**src/rtl/psum_drain.sv**
```systemverilog
// Resolves a column's carry-save partial-sum pair with a carry-propagate add and
// buffers the results in a credit-controlled FWFT FIFO. Optional: PSUM_DRAIN_ACCUM_EN.
`timescale 1ns/1ps

module psum_drain #(
    parameter int ARRAYSIZE = 4,
    parameter int BUSW      = ARRAYSIZE + 16,
    parameter int DEPTH     = 4
) (
    input  logic                       clk,
    input  logic                       rst_n,
    input  logic                       in_valid,
    output logic                       in_ready,
    input  logic                       in_last,
    input  logic [BUSW-1:0]            psum0,
    input  logic [BUSW-1:0]            psum1,
    output logic                       out_valid,
    input  logic                       out_ready,
    output logic [BUSW-1:0]            out_data,
    output logic [$clog2(DEPTH+1)-1:0] level
);

    localparam int LW = $clog2(DEPTH + 1);
    localparam int AW = $clog2(DEPTH);
    localparam logic [LW:0] DEPTH_C = (LW + 1)'(DEPTH);

    // Carry-propagate resolve; the carry above the top bit is dropped on purpose.
    function automatic logic [BUSW-1:0] cpa(input logic [BUSW-1:0] a, input logic [BUSW-1:0] b);
        return a + b;
    endfunction

    logic                 stg_valid_q, stg_valid_d;
    logic [BUSW-1:0]      stg_p0_q, stg_p0_d;
    logic [BUSW-1:0]      stg_p1_q, stg_p1_d;
    logic [AW-1:0]        wr_ptr_q, wr_ptr_d;
    logic [AW-1:0]        rd_ptr_q, rd_ptr_d;
    logic [LW-1:0]        level_q, level_d;
    logic [BUSW-1:0]      mem_q [DEPTH];
    logic [BUSW-1:0]      mem_d [DEPTH];

    logic [LW:0]          credit_s;
    logic                 accept_s;
    logic                 pop_s;
    logic                 wr_en_s;
    logic [BUSW-1:0]      sum_s;
    logic [BUSW-1:0]      wr_data_s;

`ifdef PSUM_DRAIN_ACCUM_EN
    logic                 stg_last_q, stg_last_d;
    logic [BUSW-1:0]      acc_q, acc_d;
`else
    logic                 unused_last_s;
    assign unused_last_s = in_last;
`endif

    // Credit check uses registered state only, so in_ready never sees out_ready.
    always_comb begin
        credit_s = {1'b0, level_q} + {{LW{1'b0}}, stg_valid_q};
        if (rst_n && (credit_s < DEPTH_C)) begin
            in_ready = 1'b1;
        end else begin
            in_ready = 1'b0;
        end
        accept_s  = in_valid && in_ready;
        out_valid = (level_q != {LW{1'b0}});
        pop_s     = out_valid && out_ready;
        level     = level_q;
        if (out_valid) begin
            out_data = mem_q[rd_ptr_q];
        end else begin
            out_data = {BUSW{1'b0}};
        end
    end

    // Capture stage and resolve / optional accumulate.
    always_comb begin
        stg_valid_d = accept_s;
        if (accept_s) begin
            stg_p0_d = psum0;
            stg_p1_d = psum1;
        end else begin
            stg_p0_d = stg_p0_q;
            stg_p1_d = stg_p1_q;
        end
        sum_s = cpa(stg_p0_q, stg_p1_q);
`ifdef PSUM_DRAIN_ACCUM_EN
        if (accept_s) begin
            stg_last_d = in_last;
        end else begin
            stg_last_d = stg_last_q;
        end
        wr_data_s = cpa(acc_q, sum_s);
        wr_en_s   = stg_valid_q && stg_last_q;
        if (stg_valid_q && stg_last_q) begin
            acc_d = {BUSW{1'b0}};
        end else if (stg_valid_q) begin
            acc_d = wr_data_s;
        end else begin
            acc_d = acc_q;
        end
`else
        wr_data_s = sum_s;
        wr_en_s   = stg_valid_q;
`endif
    end

    // FIFO storage, pointers and occupancy.
    always_comb begin
        mem_d = mem_q;
        if (wr_en_s) begin
            mem_d[wr_ptr_q] = wr_data_s;
            wr_ptr_d        = wr_ptr_q + AW'(1);
        end else begin
            wr_ptr_d = wr_ptr_q;
        end
        if (pop_s) begin
            rd_ptr_d = rd_ptr_q + AW'(1);
        end else begin
            rd_ptr_d = rd_ptr_q;
        end
        case ({wr_en_s, pop_s})
            2'b10:   level_d = level_q + LW'(1);
            2'b01:   level_d = level_q - LW'(1);
            default: level_d = level_q;
        endcase
    end

    // State registers, cleared asynchronously.
    always_ff @(posedge clk or negedge rst_n) begin
        if (!rst_n) begin
            stg_valid_q <= 1'b0;
            stg_p0_q    <= {BUSW{1'b0}};
            stg_p1_q    <= {BUSW{1'b0}};
            wr_ptr_q    <= {AW{1'b0}};
            rd_ptr_q    <= {AW{1'b0}};
            level_q     <= {LW{1'b0}};
            for (int i = 0; i < DEPTH; i++) begin
                mem_q[i] <= {BUSW{1'b0}};
            end
`ifdef PSUM_DRAIN_ACCUM_EN
            stg_last_q  <= 1'b0;
            acc_q       <= {BUSW{1'b0}};
`endif
        end else begin
            stg_valid_q <= stg_valid_d;
            stg_p0_q    <= stg_p0_d;
            stg_p1_q    <= stg_p1_d;
            wr_ptr_q    <= wr_ptr_d;
            rd_ptr_q    <= rd_ptr_d;
            level_q     <= level_d;
            mem_q       <= mem_d;
`ifdef PSUM_DRAIN_ACCUM_EN
            stg_last_q  <= stg_last_d;
            acc_q       <= acc_d;
`endif
        end
    end

endmodule
```
**config.mk**
```make
export PLATFORM = sky130hd
export DESIGN_NAME = psum_drain
export DESIGN_NICKNAME = d
export VERILOG_FILES = /design/src/rtl/psum_drain.sv
export SDC_FILE = /design/constraint.sdc
export NUM_CORES = 1
export LEC_CHECK = 0
export BUFFER_PORTS_ARGS = -buffer_cell sky130_fd_sc_hd__buf_2
export CORE_MARGIN = 2
export CORE_UTILIZATION = 45
export DETAILED_ROUTE_END_ITERATION = 6
export SLEW_MARGIN = 20
export SYNTH_ARGS = -nofsm -noshare
export SYNTH_HDL_FRONTEND = slang
export SYNTH_SLANG_ARGS = --single-unit
```
**constraint.sdc**
```tcl
create_clock -name clk -period 2.7 [get_ports clk]
set_input_delay 0.54 -clock clk [delete_from_list [all_inputs] [get_ports clk]]
set_output_delay 0.54 -clock clk [all_outputs]
set_load 0.01 [all_outputs]
```
Yosys cells after proc, flatten, opt, wreduce, memory -nomap -nowiden --
Cells that the tools add are included.
Operators by class: multiplexer cells 9, eq/ne operators 2, magnitude comparators 4, bitwise logic cells 2, reduce and logical (&&, ||, !) cells 6, add/sub/neg operators 6
Operators by type and width (number):
- 80-bit bitwise mux | 1
- 20-bit 2-to-1 mux | 4
- 20-bit binary-select mux with 2-bit select | 1
- 20-bit demux with 2-bit select | 1
- 20-bit adder | 1
- 3-bit >= comparator, second input constant | 2
- 2-bit inverter with 3-bit output | 2
- 3-bit one-hot mux with 2 select lines | 1
- 2-bit by 1-bit adder with 2-bit output, second input constant | 2
- 3-bit by 1-bit adder with 4-bit output | 1
- 1-bit logical AND | 4
- 4-bit by 3-bit < comparator with 1-bit output, second input constant | 1
- 3-bit by 1-bit adder with 3-bit output, second input constant | 1
- 3-bit by 1-bit < comparator with 1-bit output, second input constant | 1
- 3-bit nonzero test | 1
- 3-bit by 1-bit subtractor with 3-bit output, second input constant | 1
- 2-bit by 1-bit == test with 1-bit output, second input constant | 1
- 2-bit == test, second input constant | 1
- 2-bit nonzero test | 1
- 1-bit 2-to-1 mux | 1
Word-level totals: output and inout port bits 25, register bits after elaboration 128, input port bits 45, word-level logic and storage cells 39

Longest topological paths before layout --
Gate-level depths: netlist (run 1).
depth in word-level cells 6, depth in mapped cells 9

Worst setup path after synthesis (run 1) --
No wires, ideal clock.
kind reg-to-reg, start point reg stg_p0_q[0], end point reg mem_q[10] (netlist name), arrival 2.026 ns, period minus slack after synthesis 2.150 ns, buffers on the path 0, stages on the path, launching flop included 8, setup time 0.125 ns, slack 0.550 ns, cells stage by stage dfrtp_1 > ha_1 > fa_1 > a31oi_1 > o21a_1 > o311ai_0 > and2_1 > mux2_2
Between the ends: word-level cells in the longest chain between the ends 2
RTL lines:
- start: declaration | line 33 | logic [BUSW-1:0] stg_p0_q, stg_p0_d;
- start signal: assignment | line 132 | stg_p0_q <= {BUSW{1'b0}};
- start signal: assignment | line 146 | stg_p0_q <= stg_p0_d;
- 20-bit adder | line 29 | return a + b;
- 80-bit bitwise mux | line 111 | mem_d[wr_ptr_q] = wr_data_s;
- end signal: indexed assignment | line 138 | mem_q[i] <= {BUSW{1'b0}};
- end signal: assignment | line 151 | mem_q <= mem_d;
- end: declaration | line 38 | logic [BUSW-1:0] mem_q [DEPTH];
No other way between the ends. A chain may end at the register's enable or synchronous reset.

Final worst setup path (run 1) --
start point reg stg_p0_q[15], end point reg mem_q[58] (netlist name)
Same word-level chain as after synthesis.

==> flow_summary.toml, run 1 <==
[worst_setup_path]
path_class = "flop to flop"
end_kind = "flop"
worstRegToRegCells = 7
worstReg2RegEnd = "mem_q[58]$_DFFE_PN0P_"
rr_startpoint = "stg_p0_q[15]$_DFFE_PN0P_"
start_kind = "flop"
crit_fanout = 9
critical_path_required_ps = 3030
worstPathArrival_ps = 2790
reg2reg_slack_ps = 230

[routing]
routed_wl_um = 17200
via_per_inst = 5.46
drc = 0
first_pass_iters = 5
dr.first_iter.drc_count = 297
wl_per_cell_um = 16.8
antenna_left = 0
num_vias = 5577

[power]
seqPwrFrac = 0.287
p_int_w = 0.00683
power_frac_comb = 0.503
irDropWorstVdd_uv = 659
leakagePower_nw = 3.94
power_frac_clock = 0.210
p_sw_frac = 0.409
p_switching_w = 0.00472
power_density_nw_per_um2 = 1390

[cts]
cts_setup_buffers = 0
cts_sinks = 128
cts.clk_slew.worst_paths_ps = 60
hold_buffers = 0
clk_path_buf_depth = 2
post_cts_resized = 0
cts_root_buf = "clkbuf_16"
insertion_delay_ps = 420
htree_num_levels = 4
cts_buffers = 17
tritoncts = "yes"

[floorplan]
num_rows = 45
die_x_um = 129
die_area_um2 = 16700
start_util = 0.461
core_um2 = 15300
ios = 70
die_y_um = 129

[cells_and_area]
mostFrequentLayoutCells = "226 x nand2_1, 128 x dfrtp_1, 67 x buf_2, 34 x and2_1, 28 x mux2_2"
syn_to_final_growth_pct = 17.8
num_antenna_cells = 0
fin_nets = 870
final_common_cell = "nand2_1"
multi_input_area_um2 = 3600
final_util = 0.543
seqCellArea_um2 = 3200
nFillCells = 1386
drive_gt1_frac = 0.232

[synth]
ys_warn_count = 0
synth_compound_area_frac = 0.120
yosys.area_share.simple = 0.213
synth_xor_area_frac = 0.0212
syn_inst = 733
synthMuxAreaShare = 0.109
yosysSeqAreaShare = 0.455
synth.distinct_cells = 54
synth.area.top_cells = "dfrtp_1 46%, nand2_1 12%, mux4_2 6.4%, mux2_2 4.5%, ha_1 4.3%"
synth_nets = 804
ys.flop_type = "dfrtp_1"
ys_ff_latch = 128
synth.avg_cell_area_um2 = 9.60
async_reset_ff_frac = 1.00
synth_top_family_by_area = "simple AND/OR/NAND/NOR gates"
synth_adder_area_share = 0.0484
synth-edff-count = 0
netlist_area_um2 = 7040
yosysTopAreaCellShare = 0.455
yosysTopAreaCell = "dfrtp_1"

[global_route]
grt_max_degree = 129
grtUsageTotal = 0.220
grt_pass1_vias = 5486
antenna_found_initial = 0
grt_pass1_wl_um = 28200
overflow = 0

[timing]
setup_violations = 0
setup_tns_ps = 0
slew_headroom = 0.516
hold_viol = 0
timing.final.crit_share = 0.914
finalCriticalPeriod_ps = 2470
rsz0062_at_grt = "no"
maxSlewViolCount = 0
finClkSkew_ps = 6.07
max_freq_mhz = 405
tightest_slew_ps = 726

[run]
drv_cap = 0

[min_path]
min_path_type = "input pin to async pin"

[placed_design]
hpwl_um = 11800
routabilityCongestion = 0.833
io_buffers = 68

[run_status]
run_status = "complete, no violations"
-- per-layer routing --
| layer | share of wire | vias up | routed length (um) | global-route usage |
|---|---|---|---|---|
| met2 | 0.47 | 145 | 8000 | 0.339 |
| li1 | - | 2700 | - | - |
| met5 | 0 | - | 0 | 0 |
| met3 | 0.046 | 31 | 784 | 0.0388 |
| met1 | 0.47 | 2701 | 8030 | 0.312 |
| met4 | 0.021 | 0 | 354 | 0.0838 |
-- worst max path at each step --
stage / start / endpoint / slack, ps / cells past startpoint
after floorplan: stg_p0_q[0]$_DFFE_PN0P_ / mem_q[10]$_DFFE_PN0P_ / 550 / 7
after global placement: stg_p0_q[15]$_DFFE_PN0P_ / mem_q[78]$_DFFE_PN0P_ / 330 / 7
after global routing: stg_p0_q[15]$_DFFE_PN0P_ / mem_q[78]$_DFFE_PN0P_ / 70 / 7
after CTS: rd_ptr_q[0]$_DFFE_PN0N_ / out_data[9] / 230 / 4
after detailed placement: stg_p0_q[15]$_DFFE_PN0P_ / mem_q[58]$_DFFE_PN0P_ / 280 / 7
final: stg_p0_q[15]$_DFFE_PN0P_ / mem_q[58]$_DFFE_PN0P_ / 230 / 7
-- power by group through the flow --
stage,Combinational (W),Clock [W],Sequential (W)
after floorplan,0.00417,0,0.00318
after global placement,0.00564,0,0.00328
after detailed placement,0.00579,0,0.00334
after CTS,0.00583,0.00247,0.00331
after global routing,0.00649,0.00255,0.00342
final,0.00581,0.00243,0.00331
-- registers in the layout, summed over array words and instances, names as in the netlist --
signal / flops
mem_q: 80
stg_p1_q: 20
stg_p0_q: 20
stg_valid_q: 1
rd_ptr_q: 2
level: 3
wr_ptr_q: 2
-- synthesized netlist by cell type (all sizes together), types with 3 or more instances --
cell    instances
a31o            4
buf            12
o31ai           5
dfrtp         128
clkbuf         34
or4             4
o311ai          7
inv            12
o211ai          7
xor2           11
nand2         227
o21ai          28
nor2           16
o21a            6
or3             3
o311a           4
a31oi           4
mux2           28
a21oi          25
and2           34
nand4          24
mux4           20
ha             24
a21o            8
xnor2           6
o221a           4
a211o           3
a22oi           4
nand3          20
-- cell type report --
| class | count | share of cell area |
|---|---|---|
| Sequential cell | 128 | 0.386 |
| Multi-Input combinational cell | 547 | 0.434 |
| Timing Repair Buffer | 93 | 0.0670 |
| Clock buffer | 22 | 0.0560 |
| Clock inverter | 9 | 0.0190 |
| Tap cell | 211 | 0.0318 |
| Inverter | 12 | 0.00543 |
-- per-stage QoR --
step	std cells	hold WS [ps]	power [W]	setup slack (ps)	area, um2
6_report	1022	199	0.0115	231	8290
5_1_grt	1022	275	0.0125	69.2	8290
4_1_cts	1022	285	0.0116	235	8290
3_5_place_dp	991	467	0.00914	281	7670
3_3_place_gp	991	456	0.00892	326	7670
2_1_floorplan	733	244	0.00735	550	7040
-- critical path, stage by stage (launching register included) --
cell	delay [ps]
dfrtp_1	390
ha_1	470
nand2_1	190
nor3_2	230
inv_1	80
o32ai_2	520
mux2_2	390
o211ai_1	100
-- cells by family after synthesis --
family / after synthesis
XOR/XNOR: 17
adder cells (fa/ha/maj): 26
AND/OR/NAND/NOR: 336
flip-flops: 128
buffers and inverters: 58
AO/OA/AOI/OAI: 120
multiplexers: 48
Note: power is estimated with default switching activity, not from simulation.
==> inputs of run 2 (changes only) <==
--- a/config.mk
+++ b/config.mk
@@ -9,6 +9,7 @@
 export CORE_MARGIN = 2
 export CORE_UTILIZATION = 45
 export DETAILED_ROUTE_END_ITERATION = 6
+export REMOVE_ABC_BUFFERS = 1
 export SLEW_MARGIN = 20
 export SYNTH_ARGS = -nofsm -noshare
 export SYNTH_HDL_FRONTEND = slang
==> run 2 against run 1 <==
Net effect: highest routed layer unchanged; clock skew increased by 1.2 ps; first-iteration DRC count increased by 5.1%; fmax decreased by 1.7%; critical path type unchanged; flip-flop and latch count unchanged; clock power about the same; sequential power about the same; setup slack got worse by 44 ps; design area increased by 0.11%; total power decreased by 0.58%; core utilization increased by 0.057 points; clock-buffer cell count increased by 3; final cell count about the same; critical endpoint is now mem_q[56]$_DFFE_PN0P_.
==> flow_summary.toml, run 2 (synthesis results as in run 1) <==
[routing]
antenna_left = 0
dr.first_iter.drc_count = 312
wl_per_cell_um = 16.4
via_per_inst = 5.44
routed_wl_um = 16800
drc = 0
num_vias = 5557
first_pass_iters = 5

[cells_and_area]
top_register = "mem_q"
largest_registers = "mem_q x80, stg_p0_q x20, stg_p1_q x20"
fin_nets = 870
final_util = 0.544
syn_to_final_growth_pct = 17.9
num_antenna_cells = 0
final_common_cell = "nand2_1"
fin_area_um2 = 8300
mostFrequentLayoutCells = "226 x nand2_1, 128 x dfrtp_1, 67 x buf_2, 34 x and2_1, 28 x mux2_2"
drive_gt1_frac = 0.231
largest_reg_flops = 80
final_cells = 1021

[global_route]
grt_pass1_wl_um = 28000
antenna_found_initial = 0
grt_max_degree = 129
grtUsageTotal = 0.218
overflow = 0
grt_pass1_vias = 5434

[min_path]
min_path_type = "input pin to flop"

[timing]
rsz0062_at_grt = "no"
timing.final.crit_share = 0.931
slew_headroom = 0.546
finalCriticalPeriod_ps = 2510
hold_viol = 0
max_freq_mhz = 398
setup_tns_ps = 0
finClkSkew_ps = 7.27
tightest_slew_ps = 681
maxSlewViolCount = 0
setup_violations = 0

[floorplan]
num_rows = 45
start_util = 0.461
die_y_um = 129
die_area_um2 = 16700
die_x_um = 129
ios = 70
core_um2 = 15300

[power]
irDropWorstVdd_uv = 549
leakagePower_nw = 3.95
power_density_nw_per_um2 = 1380

[cts]
htree_num_levels = 4
cts_root_buf = "clkbuf_16"
tritoncts = "yes"
cts.clk_slew.worst_paths_ps = 60
hold_buffers = 0
cts_setup_buffers = 0
cts_sinks = 128
insertion_delay_ps = 420
post_cts_resized = 0
clk_path_buf_depth = 2
cts_buffers = 17

[worst_setup_path]
path_class = "flop to flop"
worstPathArrival_ps = 2870
crit_fanout = 5
end_kind = "flop"
critical_path_required_ps = 3060
start_kind = "flop"

[placed_design]
routabilityCongestion = 0.829
io_buffers = 68
hpwl_um = 11400
placedCellCount = 991
dpl_cell_area_um2 = 7670

[run_status]
run_status = "complete, no violations"

[run]
drv_cap = 0
[run 2: cell types whose count changed in the layout (fill, tap and decap cells not counted)]
| cell | change |
|---|---|
| clkbuf_8 | +3 |
| clkinv_4 | -2 |
| clkinvlp_4 | -2 |
[run 2: routing by layer]
metal	GRT usage	wire length [um]
met1	0.312	8100
met5	0	0
met2	0.337	7830
met3	0.0355	550
met4	0.0793	289
[run 2: worst paths after layout]
kind                                          from                 endpoint  slack, ps  cells after the start
max                        stg_p0_q[0]$_DFFE_PN0P_    mem_q[56]$_DFFE_PN0P_        190                      7
min                                       psum1[0]  stg_p1_q[0]$_DFFE_PN0P_        310                      3
max reg2reg                stg_p0_q[0]$_DFFE_PN0P_    mem_q[56]$_DFFE_PN0P_        190                      7
min reg2reg                  mem_q[20]$_DFFE_PN0P_    mem_q[20]$_DFFE_PN0P_        470                      2
max in group asynchronous                    rst_n    mem_q[59]$_DFFE_PN0P_       1890                      2
min in group asynchronous                    rst_n  stg_p0_q[5]$_DFFE_PN0P_        320                      2
[run 2: where the power goes]
group          internal, W  switching, W
Combinational      0.00242       0.00332
Clock              0.00166      0.000790
Sequential         0.00279      0.000500
[run 2: area by class of cell]
| cell class | instances | area, um2 |
|---|---|---|
| clock inverter | 5 | 125 |
| clock buffer | 25 | 505 |
| fill | 1380 | 6960 |
| multi-input combinational | 547 | 3600 |
| inverter | 12 | 45.0 |
| timing repair buffer | 93 | 556 |
| sequential | 128 | 3200 |
| tap | 211 | 264 |
[run 2: through the flow]
stage	power (W)	worst slack (ps)	hold WS, ps
after floorplan	0.00722	4.89	244
after global placement	0.00884	279	455
after detailed placement	0.00904	222	461
after CTS	0.0115	190	288
after global routing	0.0124	0.0369	309
final	0.0115	187	306
[run 2: critical path, cell delays in order, from the launching register on]
cell,delay (ps)
dfrtp_1,380
ha_1,240
fa_1,420
a31oi_1,290
o21a_1,320
o2111ai_1,150
a32oi_1,410
mux2_2,240
==> inputs of run 3 (changes only) <==
--- a/config.mk
+++ b/config.mk
@@ -5,7 +5,7 @@
 export SDC_FILE = /design/constraint.sdc
 export NUM_CORES = 1
 export LEC_CHECK = 0
-export BUFFER_PORTS_ARGS = -buffer_cell sky130_fd_sc_hd__buf_2
+export BUFFER_PORTS_ARGS = -buffer_cell sky130_fd_sc_hd__clkbuf_2
 export CORE_MARGIN = 2
 export CORE_UTILIZATION = 45
 export DETAILED_ROUTE_END_ITERATION = 6
==> run 3 against run 2 <==
Net effect: die area did not move; setup slack got worse by 18 ps; sequential power hardly changed; routed wire length rose by 0.57%; via count barely moved; critical path depth did not move; sequential share of layout area increased by 0.59 points; design area is 1.5% lower; global-route usage fell by 0.057 points; final cell count hardly changed; core utilization decreased by 0.82 points; critical endpoint unchanged.
==> flow_summary.toml, run 3 (synthesis results as in run 1) <==
[run_status]
run_status = "complete, no violations"

[routing]
wl_met3_um = 785
routed_wl_um = 16900
top_layer_used = "met4"
wl_met1_um = 7730
wl_per_cell_um = 16.5
antenna_left = 0
dr.first_iter.drc_count = 405
num_vias = 5560
via_per_inst = 5.44
dr_wl_met2_um = 7970
first_pass_iters = 5
drc = 0

[timing]
slew_headroom = 0.521
maxSlewViolCount = 0
hold_viol = 0
finalCriticalPeriod_ps = 2530
finClkSkew_ps = 6.53
tightest_slew_ps = 718
setup_tns_ps = 0
setup_violations = 0
rsz0062_at_grt = "no"
max_freq_mhz = 395
timing.final.crit_share = 0.937

[power]
leakagePower_nw = 3.89
irDropWorstVdd_uv = 608
p_int_w = 0.00638
power_frac_comb = 0.521
power_frac_clock = 0.179
p_switching_w = 0.00466
p_sw_frac = 0.422
seqPwrFrac = 0.300
power_density_nw_per_um2 = 1350

[cells_and_area]
seqCellArea_um2 = 3200
nFillCells = 1398
drive_gt1_frac = 0.229
final_cells = 1022
syn_to_final_growth_pct = 16.1
num_antenna_cells = 0
fin_nets = 871
largest_reg_flops = 80
multi_input_area_um2 = 3600
mostFrequentLayoutCells = "226 x nand2_1, 128 x dfrtp_1, 67 x clkbuf_2, 34 x and2_1, 28 x mux2_2"
largest_registers = "mem_q x80, stg_p0_q x20, stg_p1_q x20"
final_common_cell = "nand2_1"
top_register = "mem_q"

[cts]
cts_root_buf = "clkbuf_16"
cts_setup_buffers = 0
insertion_delay_ps = 420
cts_buffers = 17
post_cts_resized = 0
hold_buffers = 0
cts_sinks = 128
tritoncts = "yes"
cts.clk_slew.worst_paths_ps = 60
clk_path_buf_depth = 2
htree_num_levels = 4

[floorplan]
core_um2 = 15300
ios = 70
num_rows = 45
die_y_um = 129
start_util = 0.461
die_area_um2 = 16700
die_x_um = 129

[placed_design]
io_buffers = 68
placedCellCount = 992
routabilityCongestion = 0.819
hpwl_um = 11600

[worst_setup_path]
critical_path_required_ps = 3060
start_kind = "flop"
worstPathArrival_ps = 2890
end_kind = "flop"
path_class = "flop to flop"
crit_fanout = 5

[global_route]
grt_max_degree = 129
grt_pass1_wl_um = 28000
grt_pass1_vias = 5639
antenna_found_initial = 0
grtUsageTotal = 0.217
overflow = 0

[run]
drv_cap = 0

[min_path]
min_path_type = "input pin to async pin"
[run 3: stage by stage]
stage	setup slack, ps	util	power, W	area [um2]	hold WS, ps
2_1_floorplan	4.89	-	0.00722	6850	244
3_3_place_gp	284	0.503	0.00885	7670	454
3_5_place_dp	191	0.503	0.00907	7670	462
4_1_cts	164	0.536	0.0111	8170	295
5_1_grt	26.8	0.536	0.0119	8170	302
6_report	170	0.536	0.0110	8170	276
[run 3: worst max-delay path, cell delays in order (launching register included)]
cell and delay, ps:
dfrtp_1 390, ha_1 250, fa_1 410, a31oi_1 280
o21a_1 320, o2111ai_1 160, a32oi_1 410, mux2_2 240
[run 3: area by class of cell]
| cell class | count | share of cell area |
|---|---|---|
| timing repair buffer | 94 | 0.0689 |
| inverter | 12 | 0.00551 |
| multi-input combinational | 547 | 0.440 |
| tap | 211 | 0.0323 |
| clock buffer | 23 | 0.0560 |
| clock inverter | 7 | 0.00490 |
| sequential | 128 | 0.392 |
[run 3: worst paths after layout]
| kind | startpoint | to | slack [ps] | cells after the start |
|---|---|---|---|---|
| max | stg_p0_q[0]$_DFFE_PN0P_ | mem_q[56]$_DFFE_PN0P_ | 170 | 7 |
| min | rst_n | stg_p1_q[4]$_DFFE_PN0P_ | 280 | 2 |
| max reg2reg | stg_p0_q[0]$_DFFE_PN0P_ | mem_q[56]$_DFFE_PN0P_ | 170 | 7 |
| min reg2reg | mem_q[1]$_DFFE_PN0P_ | mem_q[1]$_DFFE_PN0P_ | 470 | 2 |
| max in group asynchronous | rst_n | stg_p1_q[12]$_DFFE_PN0P_ | 1850 | 2 |
| min in group clk | psum1[7] | stg_p1_q[7]$_DFFE_PN0P_ | 310 | 3 |
[run 3: power by group through the flow]
| stage | registers, W | clock network (W) | logic, W |
|---|---|---|---|
| after floorplan | 0.00328 | 0 | 0.00393 |
| after global placement | 0.00327 | 0 | 0.00559 |
| after detailed placement | 0.00333 | 0 | 0.00574 |
| after CTS | 0.00331 | 0.00201 | 0.00578 |
| after global routing | 0.00342 | 0.00210 | 0.00639 |
| final | 0.00331 | 0.00197 | 0.00576 |
[run 3: layer usage]
| layer | global-route usage | vias up |
|---|---|---|
| met5 | 0 | - |
| met1 | 0.288 | 2707 |
| met2 | 0.352 | 139 |
| met3 | 0.0450 | 23 |
| li1 | - | 2691 |
| met4 | 0.0876 | 0 |
